$ cat config.mk
export PLATFORM = sky130hd
export DESIGN_NAME = picorv32_ahb_master_flat
export DESIGN_NICKNAME = d
export VERILOG_FILES = /design/src/rtl/picorv32_ahb_master_if.sv /design/src/rtl/picorv32_ahb_master.sv /design/src/flat_wrapper.sv
export SDC_FILE = /design/constraint.sdc
export NUM_CORES = 1
export LEC_CHECK = 0
export CORE_UTILIZATION = 41
export DETAILED_ROUTE_END_ITERATION = 8
export PLACE_DENSITY_LB_ADDON = 0.1
export SYNTH_ARGS = -nofsm -noshare
export SYNTH_HDL_FRONTEND = slang
export SYNTH_SLANG_ARGS = --single-unit
export TNS_END_PERCENT = 20
$ cat constraint.sdc
create_clock -name clk -period 3.7 [get_ports clk]
set_input_delay 0.37 -clock clk [delete_from_list [all_inputs] [get_ports clk]]
set_output_delay 0.37 -clock clk [all_outputs]
set_load 0.1 [all_outputs]
$ cat src/rtl/picorv32_ahb_master_if.sv
// ---------------------------------------------------------------------------
// picorv32_ahb_master_if
//
// Bundles the two sides of the PicoRV32 AHB bridge:
//   - FreeAHB-style user interface (ui_*) between the memory adapter and the
//     AHB master: command request/handshake, write data and read data.
//   - AHB 2.0 master signals (h*) between the AHB master and the bus fabric,
//     including the HBUSREQ/HGRANT arbitration pair.
//
// Modports:
//   master : the view of picorv32_ahb_master (consumes ui commands and AHB
//            slave responses, produces handshakes and AHB requests).
//   slave  : the opposite view, used by whatever sits around the master
//            (adapter plus bus fabric, or a testbench).
// ---------------------------------------------------------------------------
interface picorv32_ahb_master_if;

    // User-interface side
    logic        ui_read;
    logic        ui_write;
    logic [31:0] ui_addr;
    logic [2:0]  ui_size;
    logic [3:0]  ui_prot;
    logic        ui_lock;
    logic [31:0] ui_wdata;
    logic        ui_next;
    logic        ui_ready;
    logic        ui_error;
    logic [31:0] ui_rdata;

    // AHB side
    logic        hbusreq;
    logic        hgrant;
    logic        hlock;
    logic [1:0]  htrans;
    logic [31:0] haddr;
    logic        hwrite;
    logic [2:0]  hsize;
    logic [2:0]  hburst;
    logic [3:0]  hprot;
    logic [31:0] hwdata;
    logic        hready;
    logic [1:0]  hresp;
    logic [31:0] hrdata;

    modport master (
        input  ui_read, ui_write, ui_addr, ui_size, ui_prot, ui_lock, ui_wdata,
        output ui_next, ui_ready, ui_error, ui_rdata,
        output hbusreq, hlock, htrans, haddr, hwrite, hsize, hburst, hprot, hwdata,
        input  hgrant, hready, hresp, hrdata
    );

    modport slave (
        output ui_read, ui_write, ui_addr, ui_size, ui_prot, ui_lock, ui_wdata,
        input  ui_next, ui_ready, ui_error, ui_rdata,
        input  hbusreq, hlock, htrans, haddr, hwrite, hsize, hburst, hprot, hwdata,
        output hgrant, hready, hresp, hrdata
    );

endinterface

$ cat src/rtl/picorv32_ahb_master.sv
// ---------------------------------------------------------------------------
// picorv32_ahb_master
//
// Single-transfer AHB 2.0 bus master driven by the FreeAHB-style user
// interface of the PicoRV32 memory adapter. Every transfer is NONSEQ/SINGLE.
// Handles bus arbitration, wait states, ERROR and RETRY/SPLIT responses and
// (optionally) address alignment checking.
//
// Parameters:
//   MAX_RETRY   : RETRY/SPLIT re-issues allowed before failing with ui_error.
//   CHECK_ALIGN : 1 = misaligned accesses fail at once without bus activity.
//
// Ports:
//   clk    : system clock
//   resetn : asynchronous active-low reset
//   bus    : picorv32_ahb_master_if.master (ui_* handshake and AHB signals)
//
// Latency with hgrant already high and no wait states: ui_ready rises three
// clocks after the clock edge that accepts the command in IDLE.
// ---------------------------------------------------------------------------
module picorv32_ahb_master #(
    parameter int MAX_RETRY   = 15,
    parameter bit CHECK_ALIGN = 1'b1
) (
    input logic                   clk,
    input logic                   resetn,
    picorv32_ahb_master_if.master bus
);

    localparam int              CW          = (MAX_RETRY < 1) ? 1 : $clog2(MAX_RETRY + 1);
    localparam logic [CW-1:0]   RETRY_LIMIT = CW'(MAX_RETRY);

    localparam logic [2:0] S_IDLE = 3'd0;
    localparam logic [2:0] S_REQ  = 3'd1;
    localparam logic [2:0] S_ADDR = 3'd2;
    localparam logic [2:0] S_DATA = 3'd3;
    localparam logic [2:0] S_ERR  = 3'd4;
    localparam logic [2:0] S_RTY  = 3'd5;

    localparam logic [1:0] HTRANS_IDLE   = 2'b00;
    localparam logic [1:0] HTRANS_NONSEQ = 2'b10;
    localparam logic [1:0] HRESP_OKAY    = 2'b00;
    localparam logic [1:0] HRESP_ERROR   = 2'b01;

    logic [2:0]    state_q,   state_d;
    logic [31:0]   addr_q,    addr_d;
    logic [2:0]    size_q,    size_d;
    logic [3:0]    prot_q,    prot_d;
    logic          lock_q,    lock_d;
    logic          write_q,   write_d;
    logic          hbusreq_q, hbusreq_d;
    logic          hlock_q,   hlock_d;
    logic [CW-1:0] retry_q,   retry_d;
    logic          issued_q,  issued_d;
    logic          next_q,    next_d;
    logic          ready_q,   ready_d;
    logic          error_q,   error_d;
    logic [31:0]   rdata_q,   rdata_d;

    logic          reject;

    // A command is refused outright for an illegal size, or (when alignment
    // checking is on) for a half/word access not on its natural boundary.
    always_comb begin
        reject = (bus.ui_size > 3'b010);
        if (CHECK_ALIGN) begin
            if ((bus.ui_size == 3'b001) && bus.ui_addr[0])
                reject = 1'b1;
            if ((bus.ui_size == 3'b010) && (bus.ui_addr[1:0] != 2'b00))
                reject = 1'b1;
        end
    end

    // Next-state logic for the transfer FSM and all registered outputs.
    // Handshake pulses default low so each one lasts exactly one cycle.
    always_comb begin
        state_d   = state_q;
        addr_d    = addr_q;
        size_d    = size_q;
        prot_d    = prot_q;
        lock_d    = lock_q;
        write_d   = write_q;
        hbusreq_d = hbusreq_q;
        hlock_d   = hlock_q;
        retry_d   = retry_q;
        issued_d  = issued_q;
        next_d    = 1'b0;
        ready_d   = 1'b0;
        error_d   = 1'b0;
        rdata_d   = rdata_q;

        case (state_q)
            S_IDLE: begin
                // While a rejection pulse is visible the client still holds
                // its request, so it must not be taken as a new command.
                if ((bus.ui_read || bus.ui_write) && !next_q) begin
                    addr_d  = bus.ui_addr;
                    size_d  = bus.ui_size;
                    prot_d  = bus.ui_prot;
                    lock_d  = bus.ui_lock;
                    write_d = bus.ui_write;
                    if (reject) begin
                        next_d  = 1'b1;
                        ready_d = 1'b1;
                        error_d = 1'b1;
                    end else begin
                        state_d   = S_REQ;
                        hbusreq_d = 1'b1;
                        hlock_d   = bus.ui_lock;
                    end
                end
            end
            S_REQ: begin
                if (bus.hgrant && bus.hready)
                    state_d = S_ADDR;
            end
            S_ADDR: begin
                // Losing the grant aborts the address phase; re-arbitrate.
                if (!bus.hgrant) begin
                    state_d = S_REQ;
                end else if (bus.hready) begin
                    state_d   = S_DATA;
                    next_d    = !issued_q;
                    issued_d  = 1'b1;
                    hbusreq_d = lock_q;
                end
            end
            S_DATA: begin
                if (bus.hready) begin
                    ready_d = 1'b1;
                    if (bus.hresp == HRESP_OKAY) begin
                        if (!write_q)
                            rdata_d = bus.hrdata;
                    end else begin
                        error_d = 1'b1;
                    end
                    state_d = S_IDLE;
                end else if (bus.hresp == HRESP_ERROR) begin
                    state_d = S_ERR;
                end else if (bus.hresp != HRESP_OKAY) begin
                    state_d = S_RTY;
                end
            end
            S_ERR: begin
                if (bus.hready) begin
                    ready_d = 1'b1;
                    error_d = 1'b1;
                    state_d = S_IDLE;
                end
            end
            S_RTY: begin
                if (bus.hready) begin
                    if (retry_q < RETRY_LIMIT) begin
                        retry_d   = retry_q + CW'(1);
                        state_d   = S_REQ;
                        hbusreq_d = 1'b1;
                    end else begin
                        ready_d = 1'b1;
                        error_d = 1'b1;
                        state_d = S_IDLE;
                    end
                end
            end
            default: state_d = S_IDLE;
        endcase

        // Every return to IDLE releases the bus and forgets the old command.
        if ((state_d == S_IDLE) && (state_q != S_IDLE)) begin
            hbusreq_d = 1'b0;
            hlock_d   = 1'b0;
            retry_d   = '0;
            issued_d  = 1'b0;
        end
    end

    // State and output registers; reset drops any pending command.
    always_ff @(posedge clk or negedge resetn) begin
        if (!resetn) begin
            state_q   <= S_IDLE;
            addr_q    <= '0;
            size_q    <= '0;
            prot_q    <= '0;
            lock_q    <= 1'b0;
            write_q   <= 1'b0;
            hbusreq_q <= 1'b0;
            hlock_q   <= 1'b0;
            retry_q   <= '0;
            issued_q  <= 1'b0;
            next_q    <= 1'b0;
            ready_q   <= 1'b0;
            error_q   <= 1'b0;
            rdata_q   <= '0;
        end else begin
            state_q   <= state_d;
            addr_q    <= addr_d;
            size_q    <= size_d;
            prot_q    <= prot_d;
            lock_q    <= lock_d;
            write_q   <= write_d;
            hbusreq_q <= hbusreq_d;
            hlock_q   <= hlock_d;
            retry_q   <= retry_d;
            issued_q  <= issued_d;
            next_q    <= next_d;
            ready_q   <= ready_d;
            error_q   <= error_d;
            rdata_q   <= rdata_d;
        end
    end

    assign bus.htrans   = (state_q == S_ADDR) ? HTRANS_NONSEQ : HTRANS_IDLE;
    assign bus.haddr    = addr_q;
    assign bus.hwrite   = write_q;
    assign bus.hsize    = size_q;
    assign bus.hprot    = prot_q;
    assign bus.hburst   = 3'b000;
    assign bus.hbusreq  = hbusreq_q;
    assign bus.hlock    = hlock_q;
    // Write data passes straight through during the data phase only.
    assign bus.hwdata   = ((state_q == S_DATA) && write_q) ? bus.ui_wdata : 32'h0;
    assign bus.ui_next  = next_q;
    assign bus.ui_ready = ready_q;
    assign bus.ui_error = error_q;
    assign bus.ui_rdata = rdata_q;

endmodule

$ cat src/flat_wrapper.sv
// flat-port wrapper written by rule: the top's interface ports become plain ports
module picorv32_ahb_master_flat 
#(
    parameter int MAX_RETRY   = 15,
    parameter bit CHECK_ALIGN = 1'b1
)
  (clk, resetn, bus_ui_read, bus_ui_write, bus_ui_addr, bus_ui_size, bus_ui_prot, bus_ui_lock, bus_ui_wdata, bus_ui_next, bus_ui_ready, bus_ui_error, bus_ui_rdata, bus_hbusreq, bus_hlock, bus_htrans, bus_haddr, bus_hwrite, bus_hsize, bus_hburst, bus_hprot, bus_hwdata, bus_hgrant, bus_hready, bus_hresp, bus_hrdata);
  picorv32_ahb_master_if bus_i ();
  input logic clk;
  input logic resetn;
  input wire logic [$bits(bus_i.ui_read)-1:0] bus_ui_read;
  input wire logic [$bits(bus_i.ui_write)-1:0] bus_ui_write;
  input wire logic [$bits(bus_i.ui_addr)-1:0] bus_ui_addr;
  input wire logic [$bits(bus_i.ui_size)-1:0] bus_ui_size;
  input wire logic [$bits(bus_i.ui_prot)-1:0] bus_ui_prot;
  input wire logic [$bits(bus_i.ui_lock)-1:0] bus_ui_lock;
  input wire logic [$bits(bus_i.ui_wdata)-1:0] bus_ui_wdata;
  output wire logic [$bits(bus_i.ui_next)-1:0] bus_ui_next;
  output wire logic [$bits(bus_i.ui_ready)-1:0] bus_ui_ready;
  output wire logic [$bits(bus_i.ui_error)-1:0] bus_ui_error;
  output wire logic [$bits(bus_i.ui_rdata)-1:0] bus_ui_rdata;
  output wire logic [$bits(bus_i.hbusreq)-1:0] bus_hbusreq;
  output wire logic [$bits(bus_i.hlock)-1:0] bus_hlock;
  output wire logic [$bits(bus_i.htrans)-1:0] bus_htrans;
  output wire logic [$bits(bus_i.haddr)-1:0] bus_haddr;
  output wire logic [$bits(bus_i.hwrite)-1:0] bus_hwrite;
  output wire logic [$bits(bus_i.hsize)-1:0] bus_hsize;
  output wire logic [$bits(bus_i.hburst)-1:0] bus_hburst;
  output wire logic [$bits(bus_i.hprot)-1:0] bus_hprot;
  output wire logic [$bits(bus_i.hwdata)-1:0] bus_hwdata;
  input wire logic [$bits(bus_i.hgrant)-1:0] bus_hgrant;
  input wire logic [$bits(bus_i.hready)-1:0] bus_hready;
  input wire logic [$bits(bus_i.hresp)-1:0] bus_hresp;
  input wire logic [$bits(bus_i.hrdata)-1:0] bus_hrdata;
  assign bus_i.ui_read = bus_ui_read;
  assign bus_i.ui_write = bus_ui_write;
  assign bus_i.ui_addr = bus_ui_addr;
  assign bus_i.ui_size = bus_ui_size;
  assign bus_i.ui_prot = bus_ui_prot;
  assign bus_i.ui_lock = bus_ui_lock;
  assign bus_i.ui_wdata = bus_ui_wdata;
  assign bus_ui_next = bus_i.ui_next;
  assign bus_ui_ready = bus_i.ui_ready;
  assign bus_ui_error = bus_i.ui_error;
  assign bus_ui_rdata = bus_i.ui_rdata;
  assign bus_hbusreq = bus_i.hbusreq;
  assign bus_hlock = bus_i.hlock;
  assign bus_htrans = bus_i.htrans;
  assign bus_haddr = bus_i.haddr;
  assign bus_hwrite = bus_i.hwrite;
  assign bus_hsize = bus_i.hsize;
  assign bus_hburst = bus_i.hburst;
  assign bus_hprot = bus_i.hprot;
  assign bus_hwdata = bus_i.hwdata;
  assign bus_i.hgrant = bus_hgrant;
  assign bus_i.hready = bus_hready;
  assign bus_i.hresp = bus_hresp;
  assign bus_i.hrdata = bus_hrdata;
  picorv32_ahb_master #(.MAX_RETRY(MAX_RETRY), .CHECK_ALIGN(CHECK_ALIGN)) u_core (.clk(clk), .resetn(resetn), .bus(bus_i));
endmodule
Word level (Yosys, flattened, before mapping)

Index checks and enable logic that the tools add are counted.

Add/sub/neg operators: 1
$mul: 0
Div/mod/pow operators: 0
Order comparisons: 2
Equal/unequal tests: 15
Shift-type cells: 0
Multiplexer cells: 48
Bitwise operators: 1
Reduce and logical (&&, ||, !) cells: 30

Operators by type and width:

| cell                  | count |
|---|---|
| $mux W32              | 1 |
| $mux W3               | 10 |
| $mux W1               | 27 |
| $pmux W3 S6           | 1 |
| $reduce_bool A2 Y1    | 9 |
| $mux W4               | 4 |
| $eq A3 B2 Y1 const B  | 3 |
| $ne A3 B2 Y1 const B  | 3 |
| $reduce_and A3 Y1     | 3 |
| $reduce_and A7 Y1     | 1 |
| $eq A3 B1 Y1 const B  | 2 |
| $eq A3 B3 Y1 const B  | 2 |
| $logic_and A1 B1 Y1   | 6 |
| $logic_not A3 Y1      | 2 |
| $ne A3 B1 Y1 const B  | 2 |
| $pmux W1 S3           | 2 |
| $add A4 B1 Y4 const B | 1 |
| $lt A4 B4 Y1 const B  | 1 |
| $pmux W1 S4           | 1 |
| $reduce_and A4 Y1     | 1 |
| $reduce_bool A4 Y1    | 1 |
| $gt A3 B2 Y1 const B  | 1 |
| $ne A3 B3 Y1 const B  | 1 |
| $reduce_bool A3 Y1    | 1 |
| other kinds (10)      | 11 |

Bits in registers: 86
Latch bits: 0
RAM bits: 0
ROM bits: 0
Memories: 0

Depth between registers and ports, before layout

Depth in word-level cells: 11
Mapped depth: 8

Least setup slack after synthesis

OpenSTA, ideal clock, no wires.

Kind: register to output
From: register u_core.write_q, in the netlist u_core.bus.hwrite
To: output bus_hwdata[10]
Data arrival time: 2.059 ns
Required time: 3.330 ns
Setup slack: 1.271 ns
Stages on the path, launching flop included: 3
Path buffers: 1
Cells stage by stage: dfrtp_1 -> clkbuf_1 -> and3_1

Cells in the longest elaborated chain, start to end: 2

RTL lines:

| what                     | line                       | RTL |
|---|---|---|
| start: declaration       | picorv32_ahb_master.sv:50  | `logic write_q, write_d;` |
| start signal: assignment | picorv32_ahb_master.sv:199 | `write_q <= write_d;` |
| $logic_and A1 B1 Y1      | picorv32_ahb_master.sv:220 | `assign bus.hwdata = ((state_q == S_DATA) && write_q) ? bus.ui_wdata : 32'h0;` |
| $mux W32                 | picorv32_ahb_master.sv:220 |  |
| end: declaration         | flat_wrapper.sv:30         | `output wire logic [$bits(bus_i.hwdata)-1:0] bus_hwdata;` |

No other way between the ends.

Worst setup path in the final report

From: register u_core.write_q, in the netlist u_core.bus.hwrite
To: output bus_hwrite

RTL lines:

| what             | line               | RTL |
|---|---|---|
| end: declaration | flat_wrapper.sv:26 | `output wire logic [$bits(bus_i.hwrite)-1:0] bus_hwrite;` |

No word-level cell between the ends.

==> results.rst <==
.. list-table::
   :header-rows: 1

   * - Metric
     - Value
   * - Maximum clock path buffer count
     - 2
   * - Syn-to-layout area delta
     - 60.8%
   * - Final hold violations
     - 0
   * - Count of routing violations after the opening detailed-route iteration
     - 140
   * - Register cell area after layout
     - 0.00215 mm2
   * - Number of warning messages in the yosys log
     - 0
   * - Post-Syn Area
     - 0.00383 mm2
   * - Total number of vias
     - 3,034
   * - Flip-flop cell with the highest count after synthesis
     - sky130_fd_sc_hd__dfrtp_1
   * - Post-Synthesis Cells
     - 285
   * - Number of failing setup endpoints in the final timing report
     - 0
   * - Overflow left after global routing
     - 0
   * - Share of flip-flops with an asynchronous set or reset
     - 100%
   * - I/O pins
     - 226
   * - Number of flip-flops and latches in the synthesized netlist
     - 86
   * - Post-CTS resize count
     - 0
   * - Critical path buffers and inverters
     - 1
   * - Critical path startpoint category
     - register
   * - Top Family by Delay on Critical Path
     - buffers and inverters
   * - Fill cell instance count of the final layout
     - 674
   * - Required time of the critical path
     - 3330 ps
   * - Leading cell types in the layout, fill and taps excluded
     - 188 x sky130_fd_sc_hd__clkdlybuf4s50_1, 86 x sky130_fd_sc_hd__dfrtp_1, 43 x sky130_fd_sc_hd__mux2_2, 34 x sky130_fd_sc_hd__buf_4, 32 x sky130_fd_sc_hd__and3_1
   * - Final net count
     - 612
   * - Final ANT Viol Nets
     - 0
   * - Clock root buffer
     - sky130_fd_sc_hd__clkbuf_8
   * - Final critical-path required period
     - 2860 ps
   * - Clk_lat worst skew
     - 350 ps
   * - Pin slew with the least headroom to its limit
     - 1060 ps
   * - Routed wirelength normalized by instance count
     - 16.6 um
   * - Dpl hpwl
     - 7720 um
   * - DRC violation count after routing
     - 0
   * - Outcome
     - finished clean
   * - Gp weighted congestion
     - 0.757
   * - Final cell area excluding filler cells
     - 0.00616 mm2
   * - Die W
     - 98.6 um
   * - Largest net degree at the start of global routing
     - 87
   * - Kind of critical path
     - reg2out
   * - Clock tree sinks
     - 86
   * - Path type of the worst min-delay path
     - in2async
   * - Overall routing resource usage
     - 21.6%
   * - Multi-input combinational cell area
     - 0.00151 mm2
   * - Fraction of final layout cells with drive strength greater than 1
     - 21.6%
   * - MaxCap Viol Count
     - 0
   * - Series of cell instances along the critical path
     - clkdlybuf4s50_1
   * - Placeable core region
     - 0.00889 mm2
   * - Arrival time of the worst setup path
     - 2490 ps
   * - Count of buffers from port buffering
     - 221
   * - Crit path max-delay cell type
     - sky130_fd_sc_hd__clkdlybuf4s50_1
   * - Cell area reported after detailed placement
     - 0.00595 mm2
   * - Syn avg cell area
     - 13.4 um2
   * - Number of antenna violations at the first check in global routing
     - 0
   * - Via density per instance
     - 4.96
   * - Headroom to the max-slew limit
     - 29.3%
   * - Final slew viol count
     - 0
   * - Via count of the first global-routing pass
     - 2,980
   * - Wire length of the first global-routing pass
     - 16,100 um
   * - Die footprint
     - 0.00973 mm2
   * - Post-route fraction of the period consumed by the critical path
     - 77.4%
   * - Slowest stage delay, CP
     - 1270 ps
   * - DR pass1 iterations
     - 4
   * - Final Skew
     - 9.04 ps
   * - CTS tree
     - done
   * - Level count of the clock H-tree
     - 3
   * - Number of different library cells in the post-synthesis netlist
     - 44
   * - Sequential element share of the synthesized area
     - 56.2%
   * - Number of clock buffers inserted by TritonCTS
     - 9
   * - Row count
     - 34
   * - Maximum frequency from static timing analysis
     - 349 MHz
   * - Vertical die dimension
     - 98.6 um
   * - Sum of negative setup slack
     - 0 ps
   * - Worst-path clk slew
     - 90 ps
   * - Maximum fanout along the worst path
     - 35
   * - RSZ-0062 raised after global routing
     - no
   * - Wire length after detailed routing
     - 10,200 um
   * - Diodes inserted
     - 0
   * - Buffer count from post-CTS setup fixing
     - 0
   * - # hold bufs at CTS
     - 0
   * - Count of flip-flops with a built-in enable after synthesis
     - 0
   * - Initial Util
     - 43.1%
   * - Most frequent standard cell in the layout excluding fill and tap cells
     - sky130_fd_sc_hd__clkdlybuf4s50_1
   * - Endpoint type of the worst setup path
     - primary output
[kinds of logic after synthesis]
kind of cell	Yosys count	share of synthesized area, %
fa+ha+maj	1	0.327
other cells	1	0.0979
compound gates	24	4.58
buf+inv	27	4.74
xor+xnor	3	0.686
simple gates	67	11.1
mux	76	22.3
flops	86	56.2
[per-stage QoR]
stage | util, % | hold slack (ps) | std cells | worst slack (ps)
2_1_floorplan | - | 74.4 | 288 | 1270
3_3_place_gp | 66.9 | 452 | 596 | 1050
3_5_place_dp | 66.9 | 466 | 596 | 984
4_1_cts | 69.3 | 232 | 612 | 815
5_1_grt | 69.3 | 294 | 612 | 710
6_report | 69.3 | 175 | 612 | 837
[cell usage after synthesis (all sizes together), types with 2 or more instances]
cell | number | area [um2]
dfrtp | 86 | 2150
mux2 | 73 | 822
and3 | 32 | 200
buf | 16 | 140
nor2 | 11 | 63.8
nand2 | 8 | 32.5
clkbuf | 6 | 22.5
o21ai | 6 | 33.8
a21oi | 5 | 25.0
inv | 5 | 18.8
nand3 | 4 | 20.0
mux2i | 3 | 30.0
nand2b | 3 | 21.3
a31oi | 2 | 12.5
and2b | 2 | 15.0
nand4 | 2 | 18.8
nor3 | 2 | 21.3
o21bai | 2 | 15.0
xnor2 | 2 | 17.5
[state kept, by name, indices dropped and copies added (netlist names)]
register,flops
u_core.state_q,3
u_core.bus.ui_rdata,32
u_core.issued_q,1
u_core.bus.haddr,32
u_core.bus.hsize,3
u_core.bus.hlock,1
u_core.bus.hwrite,1
u_core.bus.ui_next,1
u_core.bus.ui_ready,1
u_core.lock_q,1
u_core.bus.hprot,4
u_core.bus.hbusreq,1
u_core.bus.ui_error,1
u_core.retry_q,4
[worst paths after layout]
path | from | end | slack, ps | cells after the start
max in group asynchronous | resetn | u_core.bus.hsize[1] | 2810 | 1
worst min register to register | u_core.issued_q | u_core.bus.ui_next | 480 | 1
worst max register to register | u_core.state_q[0] | u_core.bus.ui_rdata[11] | 1180 | 4
worst max-delay path | u_core.bus.hwrite | bus_hwrite | 840 | 1
min in group clk | u_core.issued_q | u_core.bus.ui_next | 480 | 1
worst min-delay path | resetn | u_core.bus.ui_rdata[31] | 180 | 1
[cell type report]
class,count,area share (%)
Multi-Input combinational cell,175,24.5
Sequential cell,86,35.0
Clock inverter,6,1.12
Timing Repair Buffer,222,34.7
Inverter,5,0.305
Clock buffer,10,2.24
Tap cell,108,2.19
[per-layer routing]
layer  global-route usage, %  vias to the layer above  part of all wire, %
li1                        -                     1432                    -
met1                    27.2                     1462                   41
met2                    35.4                      127                   50
met3                    6.88                       13                  7.6
met4                    7.12                        0                  1.5
met5                       0                        -                    0
Power is not shown: default switching activity piles up to over one toggle a cycle in this logic, so the estimate is an artifact.
